[src/rtl/inst_fetch_ctrl.sv]
// inst_fetch_ctrl: program counter sequencer for a combinational-read instruction
// memory, presenting registered instructions to decode over a valid/ready handshake.
module inst_fetch_ctrl #(
   parameter int          MEM_DEPTH = 101,
   parameter int          PC_W      = 7,
   parameter int          RESET_PC  = 0,
   parameter logic [15:0] HALT_WORD = 16'h0000
) (
   input  logic            clk,
   input  logic            rst,
   input  logic            start,
   output logic [31:0]     mem_addr,
   input  logic [15:0]     mem_data,
   output logic [15:0]     o_instr,
   output logic [PC_W-1:0] o_pc,
   output logic            o_valid,
   input  logic            o_ready,
   input  logic            br_valid,
   input  logic [PC_W-1:0] br_target,
   output logic            o_halted,
   output logic            o_err,
   output logic [15:0]     fetch_cnt
);
   typedef enum logic [1:0] {IDLE, RUN, HALT} state_t;
   localparam logic [PC_W-1:0] PC0     = PC_W'(RESET_PC);
   localparam logic [PC_W-1:0] PC_LAST = PC_W'(MEM_DEPTH - 1);
   state_t state, state_n;
   logic [PC_W-1:0] pc, pc_n, opc_n, pc_inc;
   logic [15:0] instr_n, cnt_n;
   logic valid_n, err_n, load, accept, branch, br_ok;
   assign mem_addr = 32'(pc);
   assign o_halted = state == HALT;
   assign accept   = o_valid && o_ready;
   assign branch   = br_valid && state != IDLE;
   assign br_ok    = 32'(br_target) < 32'(MEM_DEPTH);
   assign load     = state == RUN && !br_valid && (!o_valid || o_ready);
   assign pc_inc   = pc == PC_LAST ? '0 : pc + 1'b1;
   assign cnt_n    = fetch_cnt + {15'b0, accept && fetch_cnt != 16'hFFFF};
   // Branch outranks load and start; an unaccepted instruction otherwise holds.
   always_comb begin
      state_n = state;
      pc_n    = pc;
      instr_n = o_instr;
      opc_n   = o_pc;
      valid_n = o_valid && !o_ready;
      err_n   = o_err;
      if (branch) begin
         valid_n = 1'b0;
         if (br_ok) begin
            pc_n    = br_target;
            state_n = RUN;
         end else begin
            err_n   = 1'b1;
            state_n = HALT;
         end
      end else if (load) begin
         instr_n = mem_data;
         opc_n   = pc;
         valid_n = 1'b1;
         if (mem_data == HALT_WORD) state_n = HALT;
         else pc_n = pc_inc;
      end else if (start && state != RUN) begin
         state_n = RUN;
         pc_n    = PC0;
         valid_n = 1'b0;
      end
   end
   always_ff @(posedge clk or posedge rst) begin
      if (rst) begin
         state     <= IDLE;
         pc        <= PC0;
         o_instr   <= 16'h0000;
         o_pc      <= '0;
         o_valid   <= 1'b0;
         o_err     <= 1'b0;
         fetch_cnt <= 16'h0000;
      end else begin
         state     <= state_n;
         pc        <= pc_n;
         o_instr   <= instr_n;
         o_pc      <= opc_n;
         o_valid   <= valid_n;
         o_err     <= err_n;
         fetch_cnt <= cnt_n;
      end
   end
endmodule

[config.mk]
export PLATFORM = sky130hd
export DESIGN_NAME = inst_fetch_ctrl
export DESIGN_NICKNAME = d
export VERILOG_FILES = /design/src/rtl/inst_fetch_ctrl.sv
export SDC_FILE = /design/constraint.sdc
export NUM_CORES = 1
export LEC_CHECK = 0
export CAP_MARGIN = 0
export CORE_MARGIN = 5
export CORE_UTILIZATION = 43
export CTS_CLUSTER_DIAMETER = 80
export DETAILED_ROUTE_END_ITERATION = 8
export HOLD_SLACK_MARGIN = 0.02
export PLACE_DENSITY = 0.86
export REMOVE_ABC_BUFFERS = 1
export SETUP_SLACK_MARGIN = 0.2
export SLEW_MARGIN = 10
export SYNTH_ARGS = -nofsm -noshare
export SYNTH_HDL_FRONTEND = slang
export SYNTH_SLANG_ARGS = --single-unit
[constraint.sdc]
create_clock -name clk -period 2.5 [get_ports clk]
set_input_delay 0.625 -clock clk [delete_from_list [all_inputs] [get_ports clk]]
set_output_delay 0.625 -clock clk [all_outputs]
set_load 0.05 [all_outputs]
==> results.sh, run 1 <==
export IMPL_status="finished clean"
export IMPL_wirelength_mm=5.70
export IMPL_viasPerCell=4.96
export IMPL_drv_slew=0
export IMPL_use_met2_pct=26.2
export IMPL_first_pass_iters=4
export IMPL_synth_cell_types=39
export IMPL_die_h_um=86.3
export IMPL_grt_util_met3_pct=5.80
export IMPL_critical_path_class="flip-flop to output port"
export IMPL_ios=102
export IMPL_start_kind="flip-flop"
export IMPL_leakage_nw=1.60
export IMPL_final_area_um2=3460
export IMPL_grtUsageTotal_pct=16.1
export IMPL_p_per_area_nw_per_um2=1000
export IMPL_cts_tree="yes"
export IMPL_synth_commonest_cells="dfrtp_1 (50), buf_4 (25), mux2_2 (22), nand2_1 (16), xnor2_1 (12)"
export IMPL_initial_core_util_pct=44.9
export IMPL_cp_end_kind="output port"
export IMPL_async_reset_ff_share_pct=100
export IMPL_ir_drop_mv=0.842
export IMPL_routed_wire_length_per_instance_um=15.1
export IMPL_rr_worst_depth=9
export IMPL_ys_seq_area_share_pct=50.0
export IMPL_cts_sinks=50
export IMPL_cpLargestDelayFamily="buffers and inverters"
export IMPL_grt_pass1_wl_mm=9.47
export IMPL_post_dp_cell_area_um2=3320
export IMPL_netlist_top_cells_area="dfrtp_1 (50%), mux2_2 (9.9%), buf_4 (7.5%), xnor2_1 (4.2%), xor2_1 (2.8%)"
export IMPL_synth_edf_count=0
export IMPL_grt_max_degree=34
export IMPL_cts_root_buf="clkbuf_8"
export IMPL_cp_startpoint="pc[1]"
export IMPL_dp_cells=370
export IMPL_yosysWarnings=0
export IMPL_holdCritStartpoint="o_err"
export IMPL_antenna_found_initial=0
export IMPL_dp_slack_ps=-90.6
export IMPL_r2r_setup_slack_ps=290
export IMPL_setup_viol=0
export IMPL_path_max_fanout=6
export IMPL_cp_cell_sequence="clkdlybuf4s50_1"
export IMPL_drtIter0Drc=58
export IMPL_worstMarginPinSlew_ps=524
export IMPL_hold_path_cell_count=1
export IMPL_die_w_um=86.3
export IMPL_synth_main_ff_cell="dfrtp_1"
export IMPL_rsz0062_at_grt="true"
export IMPL_path_clk_slew_ps=90
export IMPL_syn2layout_area_growth_pct=38.0
export IMPL_arrival_ps=1630
export IMPL_finalHoldViolations=0
export IMPL_ant_nets=0
export IMPL_crit_path_max_incr_delay_ps=860
export IMPL_synth_top_area_cell="dfrtp_1"
export IMPL_min_to="o_err"
export IMPL_syn_inst=217
export IMPL_gp_congestion=0.789
export IMPL_grtUsageMet1_pct=19.6
export IMPL_top_usage_layer="met2"
export IMPL_min_path_type="flip-flop to flip-flop"
export IMPL_cts_buffer_depth=2
export IMPL_synth_area_um2=2500
export IMPL_diodes=0
export IMPL_ctsHoldBuffers=0
export IMPL_cp_num_buf_inv=1
export IMPL_via_count=1874
export IMPL_fin_skew_ps=6.84
export IMPL_post_route_min_period_ps=2250
export IMPL_worst_slack_ps=247
export IMPL_cts_made_buffers=5
export IMPL_drv_cap=0
export IMPL_h_tree_depth=2
export IMPL_grt_pass1_vias=1989
export IMPL_insertion_delay_ps=310
export IMPL_placeableCoreArea_um2=5570
export IMPL_crit_slowest_cell="clkdlybuf4s50_1"
export IMPL_drive_above_1_share_pct=16.7
export IMPL_row_count=27
export IMPL_fmax_mhz=444
export IMPL_yosysTopAreaCellShare_pct=50.0
export IMPL_finalCritPeriodShare_pct=90.1
export IMPL_dieArea_um2=7450
export IMPL_portBuffers=76
export IMPL_layout_cells_non_filler=378
export IMPL_drc_errors=0
export IMPL_nets=337
export IMPL_post_cts_setup_buffer_count=0
export IMPL_crit_required_ps=1880
export IMPL_maxSlewHeadroom_pct=65.0
export IMPL_grt_ovfl_total=0
export IMPL_synth_seq_cells=50
export IMPL_timing_rr_start="fetch_cnt[10]"
export IMPL_r2r_end="fetch_cnt[14]"
export IMPL_dpl_hpwl_mm=4.37
export IMPL_synth_most_common_cell="dfrtp_1"
export IMPL_avgSynthCellArea_um2=11.5
worst max path at each step:
stage	slack, ps	cells after the start	to
global placement	-10	6	pc[6]
floorplan	60	9	fetch_cnt[14]
global route	150	9	fetch_cnt[14]
finish	250	1	mem_addr[1]
detailed placement	-90	6	pc[4]
CTS	200	1	mem_addr[3]
power by group:
group | switching (mW) | leakage [nW] | internal, mW
clock | 0.272 | 0.0585 | 0.300
sequential | 0.187 | 0.630 | 1.01
combinational | 1.09 | 0.916 | 0.593
layout make-up:
type                    instances  area [um^2]
clock buffers                   5         68.8
clock inverters                 3         43.8
fillers                       453         2120
inverters                       7         26.3
multi-input cells             155         1120
flip-flops and latches         50         1250
well taps                      72         90.1
repair buffers                 86          855
logic make-up (layout without fill, tap and decap cells):
logic type,Yosys count,count (layout),share of synthesized area (%)
mux,30,30,13.6
simple gates,56,56,12.5
flops,50,50,50.0
buf+inv,36,101,9.59
other cells,1,25,0.150
compound gates,20,20,5.20
xor+xnor,20,20,6.99
fa+ha+maj,4,4,2.00
metrics by stage:
| step | hold slack (ps) | TNS (ps) | power [mW] | utilization (%) |
|---|---|---|---|---|
| 2_1_floorplan | 552 | 0 | 2.31 | - |
| 3_3_place_gp | 458 | -60.5 | 2.88 | 59.6 |
| 3_5_place_dp | 454 | -664 | 2.91 | 59.6 |
| 4_1_cts | 476 | 0 | 3.49 | 61.5 |
| 5_1_grt | 520 | 0 | 3.63 | 62.0 |
| 6_report | 474 | 0 | 3.46 | 62.0 |
state kept, by name, summed over array words and instances (netlist names):
register	cells
fetch_cnt	16
o_err	1
o_instr	16
o_pc	7
o_valid	1
pc	7
state	2
layer usage:
metal  wire length [um]  vias to the layer above  part of all wire [%]
li1                   -                      865                     -
met1               2200                      916                    39
met2               2830                       81                    50
met3                557                       12                   9.8
met4                110                        0                   1.9
met5                  0                        -                     0
repair_timing:
| item | in CTS | in global routing |
|---|---|---|
| endpoints found under the setup margin | 3 | 17 |
| cloned | 0 | 0 |
| gates resized for setup | 3 | 7 |
| endpoints found under the hold margin | 0 | 0 |
cells in the final DEF, fill, tap and decap left out, types with 2 or more instances in the layout:
| cell | n |
|---|---|
| nand3_1 | 11 |
| buf_4 | 9 |
| and3_1 | 3 |
| clkbuf_8 | 5 |
| inv_1 | 6 |
| or2_2 | 2 |
| dlygate4sd2_1 | 3 |
| nand4_1 | 3 |
| mux2_1 | 6 |
| xor2_1 | 8 |
| a21oi_1 | 2 |
| nor4_1 | 3 |
| xnor2_1 | 12 |
| o21ai_0 | 10 |
| nand2_1 | 16 |
| conb_1 | 25 |
| clkdlybuf4s50_1 | 69 |
| nor2_1 | 8 |
| mux2_2 | 22 |
| dfrtp_1 | 50 |
| ha_1 | 4 |
| dlymetal6s2s_1 | 4 |
No activity file was read; power rests on OpenSTA's default activity.
==> run 2: changes to the inputs <==
--- a/config.mk
+++ b/config.mk
@@ -9,3 +9,3 @@
 export CORE_MARGIN = 5
-export CORE_UTILIZATION = 43
+export CORE_UTILIZATION = 39
 export CTS_CLUSTER_DIAMETER = 80
@@ -13,5 +13,6 @@
 export HOLD_SLACK_MARGIN = 0.02
-export PLACE_DENSITY = 0.86
+export PLACE_DENSITY = 0.83
 export REMOVE_ABC_BUFFERS = 1
 export SETUP_SLACK_MARGIN = 0.2
+export SKIP_CTS_REPAIR_TIMING = 1
 export SLEW_MARGIN = 10
==> constraint.sdc (replaced) <==
create_clock -name clk -period 1.83 [get_ports clk]
set_input_delay 0.4575 -clock clk [delete_from_list [all_inputs] [get_ports clk]]
set_output_delay 0.4575 -clock clk [all_outputs]
set_load 0.01 [all_outputs]
==> run 2 against run 1 <==
The flow now finishes with violations (setup timing). Non-clock buffer count is 56 higher. Clock skew is 2.3 ps lower. Worst hold slack worse by 49 ps. Combinational power is 8% higher. Clock power is 14% higher.
==> results.sh, run 2 (synthesis results as in run 1) <==
export IMPL_drv_cap=0
export IMPL_worst_hold_slack_ps=425
export IMPL_portBuffers=76
export IMPL_h_tree_depth=2
export IMPL_finalHoldViolations=0
export IMPL_diodes=0
export IMPL_postLayoutCoreUtil_pct=68.4
export IMPL_placeableCoreArea_um2=6310
export IMPL_grtUsageMet1_pct=19.2
export IMPL_clockPowerShare_pct=16.0
export IMPL_fmax_mhz=504
export IMPL_syn2layout_area_growth_pct=72.4
export IMPL_grtUsageTotal_pct=14.8
export IMPL_path_clk_slew_ps=90
export IMPL_insertion_delay_ps=300
export IMPL_gp_congestion=0.876
export IMPL_setup_tns_ps=-465
export IMPL_cts_tree="yes"
export IMPL_row_count=29
export IMPL_switchingPower_mw=1.33
export IMPL_path_max_fanout=4
export IMPL_setup_viol=11
export IMPL_status="finished, violations left"
export IMPL_drtIter0Drc=57
export IMPL_final_common_cell="dlymetal6s2s_1"
export IMPL_p_per_area_nw_per_um2=943
export IMPL_hold_path_cell_count=2
export IMPL_drc_errors=0
export IMPL_finalCritPeriodShare_pct=108
export IMPL_cts_root_buf="clkbuf_8"
export IMPL_die_w_um=90.1
export IMPL_p_int_mw=2.75
export IMPL_viasPerCell=4.89
export IMPL_p_total_mw=4.07
export IMPL_top_usage_layer="met2"
export IMPL_grt_util_met3_pct=4.26
export IMPL_dpl_hpwl_mm=4.67
export IMPL_start_kind="flip-flop"
export IMPL_rsz0062_at_grt="true"
export IMPL_leakage_nw=2.68
export IMPL_fin_skew_ps=4.58
export IMPL_post_route_min_period_ps=1980
export IMPL_routed_wire_length_per_instance_um=16.6
export IMPL_seq_power_share_pct=39.0
export IMPL_fillers=447
export IMPL_final_cell_mix="dlymetal6s2s_1 (62), buf_4 (51), dfrtp_1 (42), conb_1 (25), mux2_4 (21)"
export IMPL_ant_nets=0
export IMPL_rr_worst_depth=9
export IMPL_wirelength_mm=7.29
export IMPL_cts_made_buffers=5
export IMPL_grt_pass1_wl_mm=9.98
export IMPL_share_comb_of_total_power_pct=45.0
export IMPL_drive_above_1_share_pct=41.2
export IMPL_nets=393
export IMPL_grt_pass1_vias=2050
export IMPL_initial_core_util_pct=39.7
export IMPL_violations="setup timing"
export IMPL_cts_sinks=50
export IMPL_cp_end_kind="flip-flop"
export IMPL_via_count=2148
export IMPL_first_pass_iters=4
export IMPL_dp_cells=408
export IMPL_crit_required_ps=2060
export IMPL_arrival_ps=2220
export IMPL_grt_ovfl_total=0
export IMPL_grt_max_degree=27
export IMPL_min_path_type="primary input to flip-flop"
export IMPL_critical_path_class="flip-flop to flip-flop"
export IMPL_use_met2_pct=24.4
export IMPL_drv_slew=0
export IMPL_antenna_found_initial=0
export IMPL_cts_buffer_depth=2
export IMPL_worst_slack_ps=-153
export IMPL_netSwitchingFraction_pct=32.5
export IMPL_ir_drop_mv=0.634
export IMPL_dieArea_um2=8130
export IMPL_die_h_um=90.1
export IMPL_top_regs="fetch_cnt (16), o_instr (16)"
export IMPL_ios=102
export IMPL_layout_cells_non_filler=439
==> run 2: area by class of cell <==
class / instances / area, um^2 / share of cell area, %
Clock inverter: 2 / 13.8 / 0.319
Multi-Input combinational cell: 155 / 1350 / 31.3
Clock buffer: 6 / 72.6 / 1.68
Sequential cell: 50 / 1260 / 29.2
Tap cell: 77 / 96.3 / 2.23
Inverter: 7 / 26.3 / 0.608
Timing Repair Buffer: 142 / 1500 / 34.6
==> run 2: through the flow <==
step                worst slack (ps)  cell area (um^2)
global placement                -521              3560
CTS                             -406              3650
global route                    -257              4320
detailed placement              -580              3560
finish                          -153              4320
floorplan                       -376              2380
==> run 2: layer usage <==
metal / share of wire (%) / wire, um
met5: 0 / 0
met4: 1.6 / 119
met3: 5.5 / 401
met2: 51 / 3740
met1: 41 / 3030
==> run 2: worst max-delay path: stages (launching register included) <==
cell and delay [ps]:
dfrtp_1 410, nand3_2 100, nor2_2 50, and3_4 150, a41oi_2 160, ha_2 230, nand2_2 50, or3_4 400
nor3_2 220, xor2_1 150
==> run 2: power groups by stage <==
stage	clock (mW)	combinational (mW)	sequential, mW
after global routing	0.718	1.96	1.64
after detailed placement	0	1.53	1.61
after global placement	0	1.49	1.59
final	0.650	1.83	1.59
after CTS	0.667	1.54	1.59
after floorplan	0	0.472	1.75
==> run 2: path summary, 6_finish.rpt <==
check | slack, ps | to | start
worst max-delay path | -150 | fetch_cnt[14] | fetch_cnt[7]
worst min-delay path | 430 | o_instr[10] | mem_data[10]
worst max register to register | -150 | fetch_cnt[14] | fetch_cnt[7]
worst min register to register | 470 | o_err | o_err
max in group asynchronous | 1010 | pc[3] | rst
min in group asynchronous | 520 | o_instr[13] | rst
==> run 3: changes to the inputs <==
SLEW_MARGIN = not set   (was 10)
==> results of run 3 <==
Same layout as run 2: the final DEF is identical, and so are final timing and power.
